===== src/rtl/ahbl_splitter_if.sv =====
// AHB-Lite splitter bus bundle: one upstream manager side (src_*) and N downstream
// subordinate ports (dst_*). The splitter uses the slave view, the environment the master view.
interface ahbl_splitter_if #(
    parameter int N_PORTS = 2,
    parameter int W_ADDR  = 32,
    parameter int W_DATA  = 32
);
    logic                        src_hready;
    logic                        src_hready_resp;
    logic                        src_hresp;
    logic [W_ADDR-1:0]           src_haddr;
    logic                        src_hwrite;
    logic [1:0]                  src_htrans;
    logic [2:0]                  src_hsize;
    logic [2:0]                  src_hburst;
    logic [3:0]                  src_hprot;
    logic                        src_hmastlock;
    logic [W_DATA-1:0]           src_hwdata;
    logic [W_DATA-1:0]           src_hrdata;

    logic [N_PORTS-1:0]          dst_hsel;
    logic                        dst_hready;
    logic [W_ADDR-1:0]           dst_haddr;
    logic                        dst_hwrite;
    logic [1:0]                  dst_htrans;
    logic [2:0]                  dst_hsize;
    logic [2:0]                  dst_hburst;
    logic [3:0]                  dst_hprot;
    logic                        dst_hmastlock;
    logic [W_DATA-1:0]           dst_hwdata;
    logic [N_PORTS-1:0]          dst_hready_resp;
    logic [N_PORTS-1:0]          dst_hresp;
    logic [N_PORTS*W_DATA-1:0]   dst_hrdata;

    modport slave (
        input  src_hready, src_haddr, src_hwrite, src_htrans, src_hsize, src_hburst,
               src_hprot, src_hmastlock, src_hwdata,
        output src_hready_resp, src_hresp, src_hrdata,
        output dst_hsel, dst_hready, dst_haddr, dst_hwrite, dst_htrans, dst_hsize,
               dst_hburst, dst_hprot, dst_hmastlock, dst_hwdata,
        input  dst_hready_resp, dst_hresp, dst_hrdata
    );

    modport master (
        output src_hready, src_haddr, src_hwrite, src_htrans, src_hsize, src_hburst,
               src_hprot, src_hmastlock, src_hwdata,
        input  src_hready_resp, src_hresp, src_hrdata,
        input  dst_hsel, dst_hready, dst_haddr, dst_hwrite, dst_htrans, dst_hsize,
               dst_hburst, dst_hprot, dst_hmastlock, dst_hwdata,
        output dst_hready_resp, dst_hresp, dst_hrdata
    );
endinterface


===== src/rtl/ahbl_splitter.sv =====
// AHB-Lite 1-to-N address-decoding splitter with a built-in default subordinate that
// answers unmapped active transfers with a two-cycle ERROR response.
module ahbl_splitter #(
    parameter int                        N_PORTS   = 2,
    parameter int                        W_ADDR    = 32,
    parameter int                        W_DATA    = 32,
    parameter logic [N_PORTS*W_ADDR-1:0] ADDR_MAP  = {32'h2000_0000, 32'h0000_0000},
    parameter logic [N_PORTS*W_ADDR-1:0] ADDR_MASK = {32'hf000_0000, 32'hf000_0000}
) (
    input  logic           clk,
    input  logic           rst,
    ahbl_splitter_if.slave bus
);

    typedef enum logic [1:0] {
        ERR_IDLE = 2'd0,
        ERR_1    = 2'd1,
        ERR_2    = 2'd2
    } errState_t;

    logic [N_PORTS-1:0] portMatch;
    logic [N_PORTS-1:0] decodeSel;
    logic               anyMatch;
    logic               activeTrans;
    logic               unmappedActive;
    logic [N_PORTS:0]   dsel_q;
    logic [N_PORTS:0]   dsel_d;
    errState_t          errState_q;
    errState_t          errState_d;
    logic               errReady;
    logic               errResp;

    always_comb begin
        portMatch = '0;
        for (int i = 0; i < N_PORTS; i++) begin
            portMatch[i] = ((bus.src_haddr & ADDR_MASK[i*W_ADDR +: W_ADDR])
                            == ADDR_MAP[i*W_ADDR +: W_ADDR]);
        end
    end

    // Scanning downward lets the lowest matching index overwrite any higher one.
    always_comb begin
        decodeSel = '0;
        for (int i = N_PORTS - 1; i >= 0; i--) begin
            if (portMatch[i]) begin
                decodeSel    = '0;
                decodeSel[i] = 1'b1;
            end
        end
    end

    assign anyMatch       = |portMatch;
    assign activeTrans    = bus.src_htrans[1];
    assign unmappedActive = ~anyMatch & activeTrans;

    always_comb begin
        dsel_d = dsel_q;
        if (bus.src_hready) begin
            dsel_d = {unmappedActive, decodeSel & {N_PORTS{activeTrans}}};
        end
    end

    always_ff @(posedge clk or posedge rst) begin
        if (rst) begin
            dsel_q <= '0;
        end else begin
            dsel_q <= dsel_d;
        end
    end

    always_ff @(posedge clk or posedge rst) begin
        if (rst) begin
            errState_q <= ERR_IDLE;
        end else begin
            errState_q <= errState_d;
        end
    end

    // ERR_1 always advances; only ERR_2 can chain straight into another error.
    always_comb begin
        errState_d = errState_q;
        case (errState_q)
            ERR_IDLE: begin
                if (unmappedActive && bus.src_hready) begin
                    errState_d = ERR_1;
                end
            end
            ERR_1: begin
                errState_d = ERR_2;
            end
            ERR_2: begin
                if (unmappedActive && bus.src_hready) begin
                    errState_d = ERR_1;
                end else begin
                    errState_d = ERR_IDLE;
                end
            end
            default: begin
                errState_d = ERR_IDLE;
            end
        endcase
    end

    always_comb begin
        errReady = 1'b1;
        errResp  = 1'b0;
        case (errState_q)
            ERR_1: begin
                errReady = 1'b0;
                errResp  = 1'b1;
            end
            ERR_2: begin
                errReady = 1'b1;
                errResp  = 1'b1;
            end
            default: begin
                errReady = 1'b1;
                errResp  = 1'b0;
            end
        endcase
    end

    // dsel_q is one-hot or zero, so at most one branch below ever fires.
    always_comb begin
        bus.src_hready_resp = 1'b1;
        bus.src_hresp       = 1'b0;
        bus.src_hrdata      = '0;
        for (int i = 0; i < N_PORTS; i++) begin
            if (dsel_q[i]) begin
                bus.src_hready_resp = bus.dst_hready_resp[i];
                bus.src_hresp       = bus.dst_hresp[i];
                bus.src_hrdata      = bus.dst_hrdata[i*W_DATA +: W_DATA];
            end
        end
        if (dsel_q[N_PORTS]) begin
            bus.src_hready_resp = errReady;
            bus.src_hresp       = errResp;
            bus.src_hrdata      = '0;
        end
    end

    assign bus.dst_hsel      = decodeSel;
    assign bus.dst_hready    = bus.src_hready;
    assign bus.dst_haddr     = bus.src_haddr;
    assign bus.dst_hwrite    = bus.src_hwrite;
    assign bus.dst_htrans    = bus.src_htrans;
    assign bus.dst_hsize     = bus.src_hsize;
    assign bus.dst_hburst    = bus.src_hburst;
    assign bus.dst_hprot     = bus.src_hprot;
    assign bus.dst_hmastlock = bus.src_hmastlock;
    assign bus.dst_hwdata    = bus.src_hwdata;

endmodule


===== src/flat_wrapper.sv =====
// flat-port wrapper written by rule: the top's interface ports become plain ports
module ahbl_splitter_flat 
#(
    parameter int                        N_PORTS   = 2,
    parameter int                        W_ADDR    = 32,
    parameter int                        W_DATA    = 32,
    parameter logic [N_PORTS*W_ADDR-1:0] ADDR_MAP  = {32'h2000_0000, 32'h0000_0000},
    parameter logic [N_PORTS*W_ADDR-1:0] ADDR_MASK = {32'hf000_0000, 32'hf000_0000}
)
  (clk, rst, bus_src_hready, bus_src_haddr, bus_src_hwrite, bus_src_htrans, bus_src_hsize, bus_src_hburst, bus_src_hprot, bus_src_hmastlock, bus_src_hwdata, bus_src_hready_resp, bus_src_hresp, bus_src_hrdata, bus_dst_hsel, bus_dst_hready, bus_dst_haddr, bus_dst_hwrite, bus_dst_htrans, bus_dst_hsize, bus_dst_hburst, bus_dst_hprot, bus_dst_hmastlock, bus_dst_hwdata, bus_dst_hready_resp, bus_dst_hresp, bus_dst_hrdata);
  ahbl_splitter_if #(.N_PORTS(N_PORTS), .W_ADDR(W_ADDR), .W_DATA(W_DATA)) bus_i ();
  input  logic clk;
  input  logic rst;
  input wire logic [$bits(bus_i.src_hready)-1:0] bus_src_hready;
  input wire logic [$bits(bus_i.src_haddr)-1:0] bus_src_haddr;
  input wire logic [$bits(bus_i.src_hwrite)-1:0] bus_src_hwrite;
  input wire logic [$bits(bus_i.src_htrans)-1:0] bus_src_htrans;
  input wire logic [$bits(bus_i.src_hsize)-1:0] bus_src_hsize;
  input wire logic [$bits(bus_i.src_hburst)-1:0] bus_src_hburst;
  input wire logic [$bits(bus_i.src_hprot)-1:0] bus_src_hprot;
  input wire logic [$bits(bus_i.src_hmastlock)-1:0] bus_src_hmastlock;
  input wire logic [$bits(bus_i.src_hwdata)-1:0] bus_src_hwdata;
  output wire logic [$bits(bus_i.src_hready_resp)-1:0] bus_src_hready_resp;
  output wire logic [$bits(bus_i.src_hresp)-1:0] bus_src_hresp;
  output wire logic [$bits(bus_i.src_hrdata)-1:0] bus_src_hrdata;
  output wire logic [$bits(bus_i.dst_hsel)-1:0] bus_dst_hsel;
  output wire logic [$bits(bus_i.dst_hready)-1:0] bus_dst_hready;
  output wire logic [$bits(bus_i.dst_haddr)-1:0] bus_dst_haddr;
  output wire logic [$bits(bus_i.dst_hwrite)-1:0] bus_dst_hwrite;
  output wire logic [$bits(bus_i.dst_htrans)-1:0] bus_dst_htrans;
  output wire logic [$bits(bus_i.dst_hsize)-1:0] bus_dst_hsize;
  output wire logic [$bits(bus_i.dst_hburst)-1:0] bus_dst_hburst;
  output wire logic [$bits(bus_i.dst_hprot)-1:0] bus_dst_hprot;
  output wire logic [$bits(bus_i.dst_hmastlock)-1:0] bus_dst_hmastlock;
  output wire logic [$bits(bus_i.dst_hwdata)-1:0] bus_dst_hwdata;
  input wire logic [$bits(bus_i.dst_hready_resp)-1:0] bus_dst_hready_resp;
  input wire logic [$bits(bus_i.dst_hresp)-1:0] bus_dst_hresp;
  input wire logic [$bits(bus_i.dst_hrdata)-1:0] bus_dst_hrdata;
  assign bus_i.src_hready = bus_src_hready;
  assign bus_i.src_haddr = bus_src_haddr;
  assign bus_i.src_hwrite = bus_src_hwrite;
  assign bus_i.src_htrans = bus_src_htrans;
  assign bus_i.src_hsize = bus_src_hsize;
  assign bus_i.src_hburst = bus_src_hburst;
  assign bus_i.src_hprot = bus_src_hprot;
  assign bus_i.src_hmastlock = bus_src_hmastlock;
  assign bus_i.src_hwdata = bus_src_hwdata;
  assign bus_src_hready_resp = bus_i.src_hready_resp;
  assign bus_src_hresp = bus_i.src_hresp;
  assign bus_src_hrdata = bus_i.src_hrdata;
  assign bus_dst_hsel = bus_i.dst_hsel;
  assign bus_dst_hready = bus_i.dst_hready;
  assign bus_dst_haddr = bus_i.dst_haddr;
  assign bus_dst_hwrite = bus_i.dst_hwrite;
  assign bus_dst_htrans = bus_i.dst_htrans;
  assign bus_dst_hsize = bus_i.dst_hsize;
  assign bus_dst_hburst = bus_i.dst_hburst;
  assign bus_dst_hprot = bus_i.dst_hprot;
  assign bus_dst_hmastlock = bus_i.dst_hmastlock;
  assign bus_dst_hwdata = bus_i.dst_hwdata;
  assign bus_i.dst_hready_resp = bus_dst_hready_resp;
  assign bus_i.dst_hresp = bus_dst_hresp;
  assign bus_i.dst_hrdata = bus_dst_hrdata;
  ahbl_splitter #(.N_PORTS(N_PORTS), .W_ADDR(W_ADDR), .W_DATA(W_DATA), .ADDR_MAP(ADDR_MAP), .ADDR_MASK(ADDR_MASK)) u_core (.clk(clk), .rst(rst), .bus(bus_i));
endmodule

===== config.mk =====
export PLATFORM = sky130hd
export DESIGN_NAME = ahbl_splitter_flat
export DESIGN_NICKNAME = d
export VERILOG_FILES = /design/src/rtl/ahbl_splitter_if.sv /design/src/rtl/ahbl_splitter.sv /design/src/flat_wrapper.sv
export SDC_FILE = /design/constraint.sdc
export NUM_CORES = 1
export LEC_CHECK = 0
export BUFFER_PORTS_ARGS = -buffer_cell sky130_fd_sc_hd__buf_2
export CAP_MARGIN = 20
export CORE_AREA = 2 2 102 104
export CTS_CLUSTER_SIZE = 25
export DETAILED_ROUTE_END_ITERATION = 10
export DIE_AREA = 0 0 104 106
export GPL_TIMING_DRIVEN = 1
export MAX_ROUTING_LAYER = met4
export PLACE_DENSITY = 0.56
export SYNTH_ARGS = -nofsm -noshare
export SYNTH_HDL_FRONTEND = slang
export SYNTH_SLANG_ARGS = --single-unit
export TNS_END_PERCENT = 50

===== constraint.sdc =====
create_clock -name clk -period 1.6 [get_ports clk]
set_input_delay 0.32 -clock clk [delete_from_list [all_inputs] [get_ports clk]]
set_output_delay 0.32 -clock clk [all_outputs]
set_load 0.1 [all_outputs]

* After elaboration in Yosys (flattened, before gate mapping) *
Index checks and enable logic that the tools add are counted.

cells by class
  equality and inequality tests = 4
  reduce and logical (&&, ||, !) cells = 5
  multiplexer cells = 16
  bitwise operators = 3

operator list
  operator                                                                count
  32-bit two-way mux                                                      3
  32-bit logical NOT                                                      1
  1-bit two-way mux                                                       9
  2-bit two-way mux                                                       3
  2-bit one-hot mux with 3 select lines                                   1
  4-bit by 2-bit equality test with 1-bit output (second input constant)  1
  2-bit OR reduction                                                      2
  2-bit bitwise AND                                                       1
  2-bit by 1-bit equality test with 1-bit output (second input constant)  1
  2-bit equality test (second input constant)                             1
  2-bit logical NOT                                                       1
  2-bit by 1-bit != test with 1-bit output (second input constant)        1
  1-bit bitwise AND                                                       1
  1-bit logical AND                                                       1
  1-bit NOT                                                               1

storage, ports and cells
  word-level logic and storage cells = 30
  flip-flop bits (word level) = 5

* Logic depth before layout (Yosys ltp) *
  depth after elaboration = 7
  depth in mapped cells = 6
  gate-level depth less buffers = 5

* Worst setup path after synthesis *
No wires, ideal clock.

  path kind = input-to-reg
  start = input bus_src_haddr[28]
  end = register u_core.dsel_q[0]
  setup slack = -2220 ps
  required time = 1523 ps
  stages on the path = 2
  arrival time = 3744 ps
  path through = nor4_1 > a31o_2

between the ends
  cells in the longest elaborated chain, start to end = 3

ends and longest elaborated chain
  what                    RTL line             RTL
  start: declaration      flat_wrapper.sv:15   input wire logic [$bits(bus_i.src_haddr)-1:0] bus_src_haddr;
  32-bit logical NOT      ahbl_splitter.sv:36  portMatch[i] = ((bus.src_haddr & ADDR_MASK[i*W_ADDR +: W_ADDR])
  2-bit two-way mux       ahbl_splitter.sv:45  if (portMatch[i]) begin
  2-bit bitwise AND       ahbl_splitter.sv:59  dsel_d = {unmappedActive, decodeSel & {N_PORTS{activeTrans}}};
  end signal: assignment  ahbl_splitter.sv:67  dsel_q <= dsel_d;
  end: declaration        ahbl_splitter.sv:26  logic [N_PORTS:0] dsel_q;

Every way passes these cells.
A chain may end at the register's enable or synchronous reset.

* Worst setup path after layout *
  start = register u_core.dsel_q[1]
  end = output bus_src_hresp

between the ends
  cells in the longest elaborated chain, start to end = 2

ends and longest elaborated chain
  what               RTL line              RTL
  1-bit two-way mux  ahbl_splitter.sv:129  if (dsel_q[i]) begin
  1-bit two-way mux  ahbl_splitter.sv:135  if (dsel_q[N_PORTS]) begin
  end: declaration   flat_wrapper.sv:24    output wire logic [$bits(bus_i.src_hresp)-1:0] bus_src_hresp;

Every way passes these cells.

==> results.json <==
{
  "outcome": "finished, violations left",
  "failed_checks": "negative setup slack",
  "insertion_delay_ns": 0.23,
  "met2_length_um": 2777,
  "cp.arrival_ns": 1.46,
  "routedWlPerCell_um": 14.74,
  "final_max_slew_viol_count": 0,
  "yosysWarnings": 0,
  "synth_nets": 347,
  "drv_cap": 0,
  "rsz0062_at_grt": "true",
  "grt_pass1_wl_um": 8790,
  "final.setup_skew_ns": 0.00002909,
  "nNetsFinal": 393,
  "path_clk_slew_ns": 0.04,
  "cts.path.max_buffers": 2,
  "cts_tree": "done",
  "wl_met3_um": 580,
  "hold_class": "in -> reg",
  "total_leakage_power_nw": 1.047,
  "holdPathStages": 2,
  "path_class": "reg -> out",
  "fin_crit_ns": 1.781,
  "synth_cell_types": 24,
  "rows": 37,
  "reg2reg_depth": 5,
  "p_sw_uw": 691.2,
  "r2r_setup_slack_ns": 0.34,
  "synth_seq_cells": 5,
  "dr.max_layer_used": "met4",
  "end_kind": "primary output",
  "die_area_mm2": 0.01102,
  "met1Wirelength_um": 1905,
  "tightest_slew_ns": 0.4874,
  "hold_viol": 0,
  "postRouteAntennaNets": 0,
  "finalSetupTns_ns": -4.644,
  "drt_iter0_drc": 37,
  "final_core_util": 0.2788,
  "n_antenna_cell": 0,
  "sw_frac_of_total": 0.5055,
  "grt.overflow.total": 0,
  "fin_cells": 374,
  "place_area_mm2": 0.002489,
  "pwr-share-comb": 0.684,
  "setup_ws_ns": -0.1812,
  "cp.required_ns": 1.28,
  "start_util": 0.1385,
  "place_ws_ns": -0.01606,
  "dp.final_hpwl_um": 4242,
  "gp_congestion": 0.7238,
  "critPathLaunchType": "flip-flop",
  "power.internal_uw": 676.1,
  "power_mw": 1.367,
  "p_seq_frac": 0.136,
  "final_common_cell": "buf_2",
  "core_area_mm2": 0.01000,
  "syn_to_final_growth_pct": 101.3,
  "port_buffers": 117,
  "grt_util_all_layers": 0.1025,
  "h-tree-depth": 1,
  "viasPerCell": 3.968,
  "most-common-layout-cells": "81 x buf_2, 41 x buf_12, 32 x a22oi_2",
  "slew_headroom": 0.6773,
  "p_clk_frac": 0.180,
  "power.density_mw_per_mm2": 490.5,
  "grt_pass1_vias": 1688,
  "drc": 0,
  "cts.sinks": 5,
  "grt_max_degree": 21,
  "first_pass_iters": 3,
  "die_x_um": 104,
  "syn_avg_cell_area_um2": 7.177,
  "irDropWorstVdd_v": 0.0005144,
  "cts_buffers": 3,
  "root_buffer": "clkbuf_8",
  "syn_area_mm2": 0.001385,
  "holdWs_ns": 0.4199,
  "top_level_ports": 264,
  "ys_seq_area_frac": 0.09033,
  "path_max_fanout": 7,
  "fin_area_mm2": 0.002788,
  "setup_viol": 34,
  "fin_crit_sh": 1.113,
  "layout-drive-gt1-share": 0.8866,
  "die_h_um": 106,
  "dp.cells": 362,
  "vias": 1484,
  "fmax_mhz": 561.4,
  "postSynthCellCount": 193,
  "grt_antenna_before_repair": 0,
  "wl_um": 5514
}
-- registers in the layout, indices dropped and copies added, names as in the netlist --
register,count
u_core.dsel_q,3
u_core.errState_q,2
-- synth_stat cells --
cell / n / share of area
buf_4: 82 / 0.44
a22oi_1: 32 / 0.17
nor2_1: 31 / 0.084
inv_1: 7 / 0.019
clkbuf_1: 6 / 0.016
dfrtp_1: 5 / 0.090
ha_1: 5 / 0.045
o21ai_0: 4 / 0.014
buf_2: 3 / 0.011
a31o_2: 2 / 0.013
nand2_1: 2 / 0.0054
nor2b_1: 2 / 0.0090
a211oi_1: 1 / 0.0054
a21oi_1: 1 / 0.0036
and2_1: 1 / 0.0045
mux2_4: 1 / 0.011
nand2_2: 1 / 0.0045
nand2b_1: 1 / 0.0045
nand3_1: 1 / 0.0036
nand4_1: 1 / 0.0045
nor3_1: 1 / 0.0036
nor4_1: 1 / 0.0045
o221ai_1: 1 / 0.0063
o311ai_4: 1 / 0.019
-- routing by layer --
layer,global-route usage,vias up
li1,-,668
met1,0.1013,671
met2,0.1753,115
met3,0.03495,30
met4,0.06274,0
met5,-,-
-- layout make-up --
type	instances	area [um^2]
fill	1065	7212
timing repair buffer	132	1375
multi-input combinational	90	1041
tap	136	170.2
sequential	5	130.1
clock buffer	4	45.04
inverter	7	26.28
-- power by group through the flow --
stage,Clock (mW),Combinational [mW],Sequential (mW)
after floorplan,0,1.45,0.174
after global placement,0,0.886,0.183
after detailed placement,0,0.911,0.187
after CTS,0.252,0.953,0.185
after global routing,0.261,0.994,0.190
final,0.246,0.936,0.186
-- worst max-delay path, stage by stage, from the launching register on --
cell     delay, ns
dfrtp_2       0.41
nor2b_4       0.15
buf_6         0.14
buf_12        0.13
a22oi_2       0.07
o21ai_4       0.15
buf_12        0.19
-- logic make-up (layout without fill, tap and decap cells) --
group | Yosys count | count (layout) | synth area share
compound gates | 42 | 42 | 0.2349
fa+ha+maj | 5 | 5 | 0.04517
buf+inv | 98 | 143 | 0.4905
flops | 5 | 5 | 0.09033
mux | 1 | 1 | 0.01084
simple gates | 42 | 42 | 0.1283
-- final timing paths --
kind / start / to
min in group asynchronous: rst / u_core.errState_q[0]$_DFFE_PP0P_
max: u_core.dsel_q[1]$_DFFE_PP0P_ / bus_src_hresp
max reg2reg: u_core.errState_q[0]$_DFFE_PP0P_ / u_core.errState_q[0]$_DFFE_PP0P_
max in group asynchronous: rst / u_core.dsel_q[2]$_DFFE_PP0P_
min: bus_src_hready / u_core.dsel_q[2]$_DFFE_PP0P_
min reg2reg: u_core.errState_q[1]$_DFFE_PP0P_ / u_core.errState_q[1]$_DFFE_PP0P_
-- repair_timing --
item                       in CTS  in global routing
hold buffers                    1                  0
resized for setup              31                  0
hold endpoints to repair        5                  0
setup endpoints to repair      34                 34
gates cloned                    3                  0
pin swaps                      30                 11
setup buffers                   4                  0
No activity file was read; power rests on OpenSTA's default activity.
